--- config.mk ---
export PLATFORM = sky130hd
export DESIGN_NAME = fixed_div_seq
export DESIGN_NICKNAME = d
export VERILOG_FILES = /design/src/rtl/fixed_div_seq.sv
export SDC_FILE = /design/constraint.sdc
export NUM_CORES = 1
export LEC_CHECK = 0
export CAP_MARGIN = 25
export CORE_ASPECT_RATIO = 0.6
export CORE_MARGIN = 4
export CORE_UTILIZATION = 30
export DETAILED_ROUTE_END_ITERATION = 10
export PLACE_DENSITY = 0.48
export SETUP_SLACK_MARGIN = 0.5
export SYNTH_ARGS = -nofsm -noshare
export SYNTH_HDL_FRONTEND = slang
export SYNTH_SLANG_ARGS = --single-unit
export TNS_END_PERCENT = 30
--- constraint.sdc ---
create_clock -name i_clk -period 5.5 [get_ports i_clk]
set_input_delay 0.825 -clock i_clk [delete_from_list [all_inputs] [get_ports i_clk]]
set_output_delay 0.825 -clock i_clk [all_outputs]
set_load 0.005 [all_outputs]
--- src/rtl/fixed_div_seq.sv ---
// Sequential signed-magnitude Q-format divider, one quotient bit per cycle.
// Valid/ready on both sides, divide-by-zero flag, optional rounding and saturation.
module fixed_div_seq #(
  parameter int N        = 32,
  parameter int Q        = 15,
  parameter int ROUND    = 0,
  parameter int SATURATE = 1
) (
  input  logic         i_clk,
  input  logic         rst,
  input  logic [N-1:0] i_dividend,
  input  logic [N-1:0] i_divisor,
  input  logic         i_valid,
  output logic         o_ready,
  output logic [N-1:0] o_quotient,
  output logic         o_overflow,
  output logic         o_dbz,
  output logic         o_valid,
  input  logic         i_ready,
  output logic         o_busy
);

  localparam int M    = N - 1;
  localparam int ITER = N - 1 + Q + ROUND;
  localparam int CW   = $clog2(ITER + 1);

  typedef enum logic [1:0] {
    IDLE,
    CALC,
    DONE
  } state_t;

  state_t          state;
  state_t          state_nx;
  logic [CW-1:0]   cnt;
  logic [ITER-1:0] dvd;
  logic [M-1:0]    dsr;
  logic [N-1:0]    rem;
  logic [ITER-1:0] qext;
  logic            sign;

  logic            dbz_in;
  logic            sign_in;
  logic [N-1:0]    rem_sh;
  logic            ge;
  logic [N-1:0]    rem_nx;
  logic [ITER:0]   qm;
  logic            ovf;
  logic [M-1:0]    mag;
  logic            sgn;

  assign dbz_in  = (i_divisor[M-1:0] == '0);
  assign sign_in = i_dividend[N-1] ^ i_divisor[N-1];

  assign o_ready = (state == IDLE);
  assign o_valid = (state == DONE);
  assign o_busy  = (state == CALC);

  always_ff @(posedge i_clk) begin
    if (rst) state <= IDLE;
    else     state <= state_nx;
  end

  always_comb begin
    state_nx = state;
    unique case (state)
      IDLE: if (i_valid) state_nx = dbz_in ? DONE : CALC;
      CALC: if (cnt == '0) state_nx = DONE;
      DONE: if (i_ready) state_nx = IDLE;
      default: state_nx = IDLE;
    endcase
  end

  // Restoring step; the dropped top bit still forces a subtract
  assign rem_sh = {rem[N-2:0], dvd[ITER-1]};
  assign ge     = rem[N-1] | (rem_sh >= {1'b0, dsr});
  assign rem_nx = ge ? rem_sh - {1'b0, dsr} : rem_sh;

  if (ROUND != 0) begin : g_rnd
    assign qm = ({1'b0, qext} + {{ITER{1'b0}}, 1'b1}) >> 1;
  end else begin : g_trn
    assign qm = {1'b0, qext};
  end

  assign ovf = |qm[ITER:M];
  assign mag = (ovf && SATURATE != 0) ? '1 : qm[M-1:0];
  assign sgn = sign && (mag != '0);

  always_ff @(posedge i_clk) begin
    if (rst) begin
      o_quotient <= '0;
      o_overflow <= 1'b0;
      o_dbz      <= 1'b0;
      cnt        <= '0;
      dvd        <= '0;
      dsr        <= '0;
      rem        <= '0;
      qext       <= '0;
      sign       <= 1'b0;
    end else begin
      unique case (state)
        IDLE: begin
          if (i_valid) begin
            dvd  <= {i_dividend[M-1:0], {(Q + ROUND){1'b0}}};
            dsr  <= i_divisor[M-1:0];
            rem  <= '0;
            qext <= '0;
            cnt  <= CW'(ITER);
            sign <= sign_in;
            o_overflow <= 1'b0;
            if (dbz_in) begin
              o_dbz      <= 1'b1;
              o_quotient <= {sign_in, {M{1'b1}}};
            end
          end
        end
        CALC: begin
          if (cnt != '0) begin
            rem  <= rem_nx;
            qext <= {qext[ITER-2:0], ge};
            dvd  <= dvd << 1;
            cnt  <= cnt - 1'b1;
          end else begin
            o_quotient <= {sgn, mag};
            o_overflow <= ovf;
            o_dbz      <= 1'b0;
          end
        end
        DONE: begin
          if (i_ready) begin
            o_overflow <= 1'b0;
            o_dbz      <= 1'b0;
          end
        end
        default: ;
      endcase
    end
  end

endmodule

* Yosys cells after proc, flatten, opt, wreduce, memory -nomap -nowiden
Cells that the tools add are included.
** Cells by class
- Reductions and logical operators :: 15
- Eq/ne operators :: 8
- $lt $le $gt $ge :: 1
- Bitwise operators :: 2
- Add/sub/neg operators :: 2
- Muxes and demuxes :: 31
** Operators by type and width (number)
- $mux W32 :: 6
- $mux W46 :: 4
- $pmux W46 S2 :: 2
- $pmux W32 S2 :: 2
- $ge A32 B31 Y1 :: 1
- $sub A32 B31 Y32 :: 1
- $logic_not A31 Y1 :: 1
- $mux W31 :: 1
- $reduce_bool A31 Y1 :: 1
- $reduce_or A15 Y1 :: 1
- $mux W6 :: 2
- $pmux W6 S2 :: 1
- $mux W2 :: 4
- $ne A2 B1 Y1 const B :: 4
- $reduce_and A4 Y1 :: 2
- $logic_not A6 Y1 :: 1
- $mux W1 :: 6
- $pmux W1 S3 :: 2
- $pmux W2 S3 :: 1
- $reduce_and A3 Y1 :: 2
- $reduce_bool A6 Y1 :: 1
- $sub A6 B1 Y6 const B :: 1
- $reduce_and A5 Y1 :: 1
- $ne A2 B2 Y1 const B :: 2
- 9 further kinds :: 9
** Storage, ports and cells
- Output and inout bits :: 37
- Word-level logic and storage cells :: 69
- Input port bits :: 68
- Register bits :: 198

* Depth between registers and ports, before layout
Gate-level depths: netlist of the first run.
- Depth in word-level cells :: 6
- Gate-level depth with buffers :: 14
- Mapped depth without buffers :: 12

* Worst setup path after synthesis of the first run
OpenSTA, ideal clock, no wires.
- Kind :: register -> register
- Start point :: register dvd[45]
- End point :: register rem[27]
- Arrival time :: 2584 ps
- Required time :: 5383 ps
- Setup slack :: 2799 ps
- Cell stages (with the launch flop) :: 14
- Path buffers :: 1
- Clock period less this slack :: 2701 ps
- Setup time :: 117 ps
- Cells stage by stage :: dfxtp_1 inv_1 ha_1 inv_1 fa_1 a211oi_1 o21ai_0 a31oi_1 o211ai_2 nand3_2 a21o_1 clkbuf_1 nand2b_1 a32o_1
** Between the ends
- Word-level cells in the longest chain between the ends :: 5
- Elaborated cells between the ends (all ways) :: 6
- Classes of those cells :: 1 x add/sub; 1 x order compare; 3 x mux; 1 x bitwise
** RTL lines
- start, declared :: line 36 : logic [ITER-1:0] dvd;
- start signal, assigned :: line 104 : dvd <= {i_dividend[M-1:0], {(Q + ROUND){1'b0}}};
- start signal, assigned :: line 121 : dvd <= dvd << 1;
- $ge A32 B31 Y1 :: line 76 : assign ge = rem[N-1] | (rem_sh >= {1'b0, dsr});
- $or A1 B1 Y1 :: line 76
- $mux W32 (*) :: line 77 : assign rem_nx = ge ? rem_sh - {1'b0, dsr} : rem_sh;
- $mux W32 (*) :: line 118 : if (cnt != '0) begin
- $pmux W32 S2 (*) :: line 101 : unique case (state)
- end signal, assigned :: line 119 : rem <= rem_nx;
- end, declared :: line 38 : logic [N-1:0] rem;
Every way passes the cells marked *; elsewhere a longest branch is shown, timed or not. The select of a mux whose other input is x is not followed.
A chain may end at the register's enable or synchronous reset.

* Worst setup path in the final report of the first run
- Start point :: register dvd[45]
- End point :: register rem[7]
The elaborated chain is that of the path after synthesis.

==> results of run 1 <==
==> state kept, by name, summed over array words and instances, names as in the netlist <==
| name | cells |
|---|---|
| sign | 1 |
| qext | 46 |
| o_quotient | 32 |
| o_overflow | 1 |
| dvd | 31 |
| state | 2 |
| cnt | 6 |
| o_dbz | 1 |
| rem | 32 |
| dsr | 31 |
==> final cells by class <==
type / count / area (µm²) / area share
Multi-Input combinational cell: 832 / 4990 / 0.452
Sequential cell: 183 / 3660 / 0.332
Timing Repair Buffer: 115 / 1120 / 0.101
Tap cell: 408 / 510 / 0.0462
Clock buffer: 22 / 464 / 0.0420
Inverter: 45 / 169 / 0.0153
Clock inverter: 10 / 120 / 0.0109
Antenna cell: 1 / 2.50 / 0.000227
==> tightest hold or removal path: cells and delay by family, from the launching register on <==
kind | cells | cell delay [ns]
DFF | 1 | 0.31
and+or+nand+nor | 1 | 0.05
AOI/OAI and AO/OA | 1 | 0.05
==> routing by layer <==
layer,track usage,vias to the layer above,wire [µm]
met5,0,-,20
met4,0.0437,2,330
met3,0.0399,19,1380
met2,0.218,168,10400
met1,0.257,3802,14600
li1,-,4124,-
==> cell families after synthesis <==
group / count (synthesis) / synth area share
and+or+nand+nor: 410 / 0.198
AOI/OAI and AO/OA: 297 / 0.201
xor gates and xnor gates: 30 / 0.0289
DFF: 183 / 0.403
adders and majority gates: 37 / 0.0517
buffers and inverters: 122 / 0.0542
muxes: 58 / 0.0638
==> worst paths after layout <==
| kind | start | endpoint | cells after the start |
|---|---|---|---|
| setup / recovery | dvd[45]$_SDFFE_PP0P_ | rem[7]$_SDFFE_PP0P_ | 13 |
| hold / removal | dsr[19]$_SDFFE_PP0P_ | dsr[19]$_SDFFE_PP0P_ | 2 |
| hold reg to reg | dsr[19]$_SDFFE_PP0P_ | dsr[19]$_SDFFE_PP0P_ | 2 |
| setup reg to reg | dvd[45]$_SDFFE_PP0P_ | rem[7]$_SDFFE_PP0P_ | 13 |
==> through the flow <==
step	hold WS [ns]	power [µW]	cell area, µm²	setup WS, ns
after CTS	0.459	5550	11000	2.10
after global routing	0.479	5920	11000	1.76
after detailed placement	0.451	4290	10500	1.77
final	0.457	5510	11000	2.12
after global placement	0.444	4280	10500	1.75
after floorplan	0.432	3550	9100	2.80
==> report_power, final <==
group / internal, µW / leakage (µW) / switching, µW
sequential: 1570 / 0.00149 / 134
combinational: 1010 / 0.00223 / 1560
clock: 695 / 0.000269 / 547
==> cell usage after synthesis, types with 3 or more instances <==
library cell / number / area [µm²]
nor2_1: 113 / 424
nor4_1: 18 / 113
a211oi_1: 54 / 405
o21a_1: 10 / 75.1
o21ai_0: 38 / 190
o311ai_0: 3 / 26.3
o211ai_1: 5 / 37.5
a21boi_0: 3 / 22.5
nand2b_1: 3 / 18.8
a21oi_1: 111 / 556
xnor2_1: 20 / 175
nand4_1: 15 / 93.8
a32oi_1: 7 / 61.3
nand2_1: 161 / 604
nor2b_1: 6 / 37.5
a21o_1: 12 / 90.1
clkbuf_1: 67 / 251
dfxtp_1: 183 / 3660
or4_1: 3 / 22.5
nor3_1: 15 / 75.1
xor2_1: 10 / 87.6
ha_1: 36 / 450
and2_1: 3 / 18.8
o22ai_1: 15 / 93.8
a31oi_1: 4 / 25.0
mux2i_1: 58 / 581
o21ai_1: 17 / 85.1
nand3_1: 60 / 300
inv_1: 45 / 169
buf_1: 7 / 26.3
or3_1: 4 / 25.0
==> out/metrics.yaml, run 1 <==
pwr:
  powerDensity_nw_per_um2: 499
  total_leakage_power_uw: 0.00399
  ir_drop_mv: 0.236
global_routing:
  grt_max_degree: 84
  grt.total_usage: 0.164
  grt_pass1_vias: 7663
  grt-ovfl-total: 0
  grt_pass1_wl_mm: 43.2
  antenna_found_initial: 2
timing:
  worst_pin_slew_ns: 0.920
  maxSlewViolCount: 0
  setup_tns_ns: 0
  max_freq_mhz: 296
  setup_viol: 0
  hold_viol_final: 0
  post-route-period-util: 0.615
  clock_skew_ns: 0.00962
  period_needed_ns: 3.38
  maxSlewHeadroom: 0.383
  rsz0062_at_grt: "no"
clock_network:
  post_cts_resized: 0
  cts-root-buf: "clkbuf_16"
  ctsHtreeMaxLevel: 4
  cts_made_buffers: 17
  cts_buffer_depth: 2
  insertion_delay_ns: 0.45
  cts_tree: "done"
  ctsHoldBuffers: 0
  clkTransAtPathRegs_ns: 0.07
  postCtsSetupRepairBufs: 0
  clock_sinks: 183
synthesis:
  synth_edf_count: 0
  yosysSeqAreaShare: 0.403
  synthArstFlopShare: 0
  syn-num-nets: 1242
  synthCells: 1137
  yosysWarningCount: 0
  syn_avg_cell_area_um2: 8.00
  synth_cell_types: 57
  synth-seq-cells: 183
  ys.flop_type: "dfxtp_1"
  synth.cell_area_um2: 9100
placed_design:
  io_buffers: 104
  placed_cells: 1583
  dp_hpwl_mm: 19.0
  routabilityCongestion: 0.860
outcome:
  outcome: "complete, no violations"
setup_path:
  worstPathCellList: "inv_1 > ha_1 > inv_1 > fa_1 > a211oi_1 > o21ai_0 > a31oi_1 > o211ai_2 > nand3_2 > a21oi_4 > buf_4 > mux2i_1 > o21ai_1"
  cp_num_buf_inv: 3
  r2r_setup_slack_ns: 2.12
  path_common_cell: "inv_1"
  cp_max_fo: 18
  end_kind: "flip-flop"
  cp-start-kind: "flip-flop"
  critPathKind: "reg -> reg"
  critPathTopFamily: "compound AO/OA/AOI/OAI gates"
  max_stage_delay_ns: 0.68
  cp_slowest_cell: "a21oi_4"
  critPathArrivalTime_ns: 3.71
  crit_required_ns: 5.83
cells_and_area:
  fin_nets: 1299
  nFillCells: 3235
  fin_util: 0.369
  layout_common_cells: "183 x dfxtp_1, 161 x nand2_1, 112 x nor2_1, 110 x a21oi_1, 103 x clkdlybuf4s50_1"
  instances_no_fill: 1616
  drive_above_1_share: 0.0464
  area_growth_pct: 21.4
  final_common_cell: "dfxtp_1"
drt:
  vias_per_cell: 5.02
  dr.first_iter.drc_count: 695
  vias: 8115
  routedWlPerCell_um: 16.6
  drtAntennaViolNets: 0
  drtPass1Iterations: 5
  routed_wirelength_mm: 26.8
  drc: 0
min_path:
  min_path_type: "reg -> reg"
floorplan:
  core_area_um2: 29900
  io_pins: 105
  die_y_um: 143
  die_area_um2: 33300
  num_rows: 49
  initial_core_util: 0.304
  die_w_um: 233
job:
  max_cap_viol_count: 0
No activity file was read; power rests on OpenSTA's default activity.
==> run 2: changes to the inputs <==
PLACE_DENSITY = 0.5   (was 0.48)
clock period = 3.1 ns   (was 5.5 ns; I/O delays follow)
==> out/metrics.yaml, run 2 (synthesis results as in run 1) <==
drt:
  routedWlPerCell_um: 17.2  # +3.6%
  drtAntennaViolNets: 0  # unchanged
  vias: 8465  # +4.3%
  drtPass1Iterations: 5  # unchanged
  routed_wirelength_mm: 28.5  # +6.3%
  drc: 0  # unchanged
  wl_met1_mm: 15.3  # +4.6%
  dr.first_iter.drc_count: 595  # -14%
  wl_met3_mm: 1.90  # +38%
  dr.max_layer_used: "met5"
  met2_length_mm: 10.9  # +4.6%
  vias_per_cell: 5.11  # +1.7%
timing:
  worst_pin_slew_ns: 0.893  # -0.0266 ns
  setup_tns_ns: 0  # unchanged
  setup_viol: 0  # unchanged
  period_needed_ns: 2.70  # -0.678 ns
  fin_hold_ws_ns: 0.458  # +0.000512 ns
  max_freq_mhz: 370  # +25%
  clock_skew_ns: 0.0116  # +0.00195 ns
  rsz0062_at_grt: "yes"
  maxSlewViolCount: 0  # unchanged
  post-route-period-util: 0.872  # +0.257
  fin_ws_ns: 0.397  # -1.72 ns
  hold_viol_final: 0  # unchanged
  maxSlewHeadroom: 0.405  # +0.0211
floorplan:
  die_w_um: 233  # unchanged
  initial_core_util: 0.304  # unchanged
  num_rows: 49  # unchanged
  die_y_um: 143  # unchanged
  io_pins: 105  # unchanged
  core_area_um2: 29900  # unchanged
  die_area_um2: 33300  # unchanged
pwr:
  clkPwrFrac: 0.211  # -0.015
  total_leakage_power_uw: 0.00429  # +7.5%
  seqPwrFrac: 0.282  # -0.027
  ir_drop_mv: 0.542  # +130%
  power.switching_uw: 4370  # +95%
  pwr-share-comb: 0.507  # +0.041
  powerDensity_nw_per_um2: 909  # +82%
  internal_power_uw: 6380  # +95%
  switching_share: 0.406  # about the same
clock_network:
  cts-root-buf: "clkbuf_16"
  clkTransAtPathRegs_ns: 0.08  # about the same
  ctsHtreeMaxLevel: 4  # unchanged
  cts_made_buffers: 17  # unchanged
  insertion_delay_ns: 0.45  # about the same
  ctsHoldBuffers: 0  # unchanged
  clock_sinks: 183  # unchanged
  cts_buffer_depth: 2  # unchanged
  cts_tree: "done"
cells_and_area:
  drive_above_1_share: 0.121  # +0.0745
  fin_area_um2: 11800  # +7.1%
  reg_top3: "qext x46, o_quotient x32, rem x32"
  largest_reg_flops: 46  # unchanged
  antenna_cells: 0  # -1
  area_growth_pct: 30.0
  largest-register: "qext"
  layout_common_cells: "170 x dfxtp_1, 161 x nand2_1, 111 x nor2_1, 108 x a21oi_1, 103 x clkdlybuf4s50_1"
  instances_no_fill: 1657  # +2.5%
  fin_nets: 1341  # +3.2%
  final_common_cell: "dfxtp_1"
job:
  max_cap_viol_count: 0  # unchanged
setup_path:
  r2r_start: "dvd[45]$_SDFFE_PP0P_"
  cp_max_fo: 3  # -15
  cp-start-kind: "flip-flop"
  end_kind: "flip-flop"
  critPathArrivalTime_ns: 3.04  # -0.67 ns
  timing.critical_path.from: "dvd[45]$_SDFFE_PP0P_"
  crit_required_ns: 3.44  # -2.39 ns
  critPathKind: "reg -> reg"
placed_design:
  placed_area_um2: 10600  # +1.4%
  routabilityCongestion: 0.874  # +1.7%
  dp_hpwl_mm: 19.2  # +1.4%
  placed_cells: 1598  # +0.95%
  post-place-ws_ns: 0.0458  # -1.72 ns
  io_buffers: 104  # unchanged
global_routing:
  grt_pass1_vias: 7857  # +2.5%
  grt_max_degree: 83  # -1.2%
  grt_pass1_wl_mm: 44.9  # +4.0%
  grt.total_usage: 0.171  # +0.00736
  grt-ovfl-total: 0  # unchanged
  antenna_found_initial: 1  # -1
min_path:
  hp-start: "dsr[17]$_SDFFE_PP0P_"
  min_path_type: "reg -> reg"
outcome:
  outcome: "complete, no violations"
[run 2: cell count changes in the layout (fill, tap and decap cells not counted), moves of 3 or more]
cell	delta
buf_4	+30
ha_1	-14
ha_4	+14
dfxtp_1	-13
dfxtp_2	+13
o21ai_0	-8
o21ai_1	+7
buf_6	+6
inv_1	-5
inv_2	+5
buf_12	+3
clkbuf_1	-3
[run 2: what timing repair did]
action                     in CTS  in global routing
setup endpoints to repair      34                 42
setup buffers                  19                  5
pin swaps                      17                 24
gates resized for setup        52                 33
cloned                          3                  0
[run 2: power groups by stage]
stage               combinational [µW]  sequential (µW)  clock (µW)
finish                            5450             3030        2270
global placement                  4650             3070           0
global route                      5960             3090        2410
CTS                               5220             3030        2330
detailed placement                4660             3070           0
floorplan                         3290             3020           0
[run 2: final timing paths]
check             cells after the start                    to  slack (ns)
setup / recovery                     13  rem[28]$_SDFFE_PP0P_        0.40
hold / removal                        2  dsr[17]$_SDFFE_PP0P_        0.46
setup reg to reg                     13  rem[28]$_SDFFE_PP0P_        0.40
hold reg to reg                       2  dsr[17]$_SDFFE_PP0P_        0.46
[run 2: cell type report]
cell class	count	area (µm²)
Fill cell	3109	18100
Timing Repair Buffer	157	1560
Inverter	45	169
Sequential cell	183	3680
Tap cell	408	510
Multi-Input combinational cell	832	5320
Clock inverter	15	170
Clock buffer	17	425
[run 2: critical path, cell delays in order, from the launching register on]
cell	delay, ns
dfxtp_2	0.33
inv_2	0.07
ha_4	0.13
inv_2	0.04
fa_2	0.41
a211oi_4	0.30
nor2_2	0.08
o311ai_2	0.25
buf_4	0.18
nand3_4	0.08
a31oi_4	0.28
o21ai_0	0.17
xnor2_1	0.20
o21ai_1	0.08
[run 2: metrics by stage]
step / utilization / power (µW)
after global placement: 0.355 / 7710
after floorplan: - / 6310
after detailed placement: 0.355 / 7730
final: 0.395 / 10800
after CTS: 0.390 / 10600
after global routing: 0.395 / 11500
[run 2: layer usage]
layer / GRT usage / up-vias
li1: - / 4217
met1: 0.270 / 3999
met2: 0.226 / 223
met3: 0.0457 / 24
met4: 0.0402 / 2
met5: 0 / -
==> run 3: changes to the inputs <==
CORE_MARGIN = default   (was 4)
CTS_BUF_LIST = sky130_fd_sc_hd__clkbuf_8 sky130_fd_sc_hd__clkbuf_16   (was default)
==> out/metrics.yaml, run 3 (synthesis results as in run 1) <==
floorplan:
  initial_core_util: 0.311  # +0.00697
  die_w_um: 227  # -2.6%
  core_area_um2: 29200  # -2.2%
  num_rows: 48  # -2.0%
  io_pins: 105  # unchanged
  die_area_um2: 31100  # -6.7%
  die_y_um: 137  # -4.2%
drt:
  drc: 0  # unchanged
  routedWlPerCell_um: 16.3  # -4.9%
  drtPass1Iterations: 6  # +1
  dr.first_iter.drc_count: 554  # -6.9%
  vias_per_cell: 5.06  # -0.95%
  drtAntennaViolNets: 0  # unchanged
  routed_wirelength_mm: 27.0  # -5.3%
  vias: 8349  # -1.4%
setup_path:
  r2r_start: "dvd[45]$_SDFFE_PP0P_"
  r2r_setup_slack_ns: 0.38  # -0.02 ns
  end_kind: "flip-flop"
  critPathKind: "reg -> reg"
  r2r_end: "rem[14]$_SDFFE_PP0P_"
  cp-start-kind: "flip-flop"
  cp_max_fo: 7  # +4
  crit_required_ns: 3.43  # about the same
  critPathArrivalTime_ns: 3.05  # about the same
  r2r_cells: 15  # +2
clock_network:
  ctsHoldBuffers: 0  # unchanged
  cts_buffer_depth: 2  # unchanged
  cts_made_buffers: 17  # unchanged
  clock_sinks: 183  # unchanged
  insertion_delay_ns: 0.45  # about the same
  clkTransAtPathRegs_ns: 0.06  # -0.02 ns
  ctsHtreeMaxLevel: 4  # unchanged
  cts-root-buf: "clkbuf_16"
  cts_tree: "done"
placed_design:
  routabilityCongestion: 0.888  # +1.6%
  dp_hpwl_mm: 18.8  # -2.5%
  io_buffers: 104  # unchanged
  placed_cells: 1591  # -0.44%
pwr:
  powerDensity_nw_per_um2: 898  # -1.2%
  ir_drop_mv: 0.479  # -12%
  total_leakage_power_uw: 0.00430  # +0.33%
min_path:
  holdPathStages: 2  # unchanged
  hp-start: "qext[45]$_SDFFE_PP0P_"
  holdPathEnd: "qext[45]$_SDFFE_PP0P_"
  min_path_type: "reg -> reg"
global_routing:
  grt_pass1_vias: 7770  # -1.1%
  grt_pass1_wl_mm: 42.8  # -4.7%
  grt-ovfl-total: 0  # unchanged
  top_usage_layer: "met1"
  grt.total_usage: 0.178  # +0.00692
  antenna_found_initial: 2  # +1
  use_met2: 0.235  # +0.00894
  grt_max_degree: 97  # +17%
  grt_util_met3: 0.0453  # -0.000355
  grtUsageMet1: 0.275  # +0.00546
timing:
  setup_viol: 0  # unchanged
  max_freq_mhz: 367  # -0.80%
  clock_skew_ns: 0.00901  # -0.00256 ns
  post-route-period-util: 0.879  # +0.00704
  setup_tns_ns: 0  # unchanged
  worst_pin_slew_ns: 0.767  # -0.126 ns
  period_needed_ns: 2.72  # +0.0218 ns
  maxSlewHeadroom: 0.484  # +0.0795
  maxSlewViolCount: 0  # unchanged
  hold_viol_final: 0  # unchanged
  rsz0062_at_grt: "yes"
cells_and_area:
  largest_reg_flops: 46  # unchanged
  final_common_cell: "dfxtp_1"
  drive_above_1_share: 0.123  # +0.00170
  instances_no_fill: 1650  # -0.42%
  area_growth_pct: 29.8
  layout_common_cells: "168 x dfxtp_1, 160 x nand2_1, 111 x nor2_1, 107 x a21oi_1, 103 x clkdlybuf4s50_1"
  reg_top3: "qext x46, o_quotient x32, rem x32"
  largest-register: "qext"
  fin_nets: 1340  # -0.075%
outcome:
  outcome: "complete, no violations"
job:
  max_cap_viol_count: 0  # unchanged
## run 3: what timing repair did
action,in CTS,in global routing
gates resized for setup,41,48
pin swaps,19,22
cloned,1,0
setup endpoints to repair,34,46
setup buffers,14,10
endpoints found under the hold margin,0,0
## run 3: worst max-delay path by stage
stage                                    start                    to  slack [ns]
after floorplan           dvd[45]$_SDFFE_PP0P_  rem[30]$_SDFFE_PP0P_        0.52
after global placement    dvd[45]$_SDFFE_PP0P_  rem[30]$_SDFFE_PP0P_        0.08
after detailed placement  dvd[45]$_SDFFE_PP0P_  rem[30]$_SDFFE_PP0P_        0.06
after CTS                  rem[5]$_SDFFE_PP0P_  rem[23]$_SDFFE_PP0P_        0.47
after global routing      dvd[45]$_SDFFE_PP0P_  rem[14]$_SDFFE_PP0P_        0.26
final                     dvd[45]$_SDFFE_PP0P_  rem[14]$_SDFFE_PP0P_        0.38
## run 3: worst max-delay path, stage by stage, from the launching register on
cell	delay [ns]
dfxtp_2	0.32
inv_2	0.06
ha_4	0.13
inv_2	0.04
fa_2	0.42
a211oi_4	0.29
buf_4	0.15
o21ai_2	0.07
a31oi_4	0.25
o211ai_2	0.11
nand3_2	0.12
a21oi_4	0.09
buf_12	0.15
buf_16	0.14
mux2i_1	0.17
o21ai_1	0.09
## run 3: per-stage QoR
step	hold WS, ns	power [µW]	setup slack [ns]	cell area [µm²]	utilization
2_1_floorplan	0.432	6310	0.524	9110	-
4_1_cts	0.453	10400	0.470	11600	0.396
5_1_grt	0.474	11300	0.257	11800	0.404
3_3_place_gp	0.440	7760	0.0754	10600	0.364
3_5_place_dp	0.446	7760	0.0560	10600	0.364
6_report	0.453	10600	0.375	11800	0.404
## run 3: where the power goes
part	total, µW	switching (µW)	leakage (µW)	internal [µW]
Sequential	3030	245	0.00150	2790
Combinational	5350	3000	0.00249	2350
Clock	2230	934	0.000309	1290
Total	10600	4180	0.00430	6430
## run 3: cell type report
cell class,count,area (µm²)
fill,3027,17400
multi-input combinational,832,5320
sequential,183,3680
timing repair buffer,156,1540
tap,400,500
clock buffer,19,453
inverter,45,169
clock inverter,13,140
antenna,2,5.00
## run 3: routing by layer
layer  vias to the layer above  share of wire
met1                      3943           0.54
met5                         -              0
met4                         0          0.011
met3                        18          0.060
li1                       4204              -
met2                       184           0.38
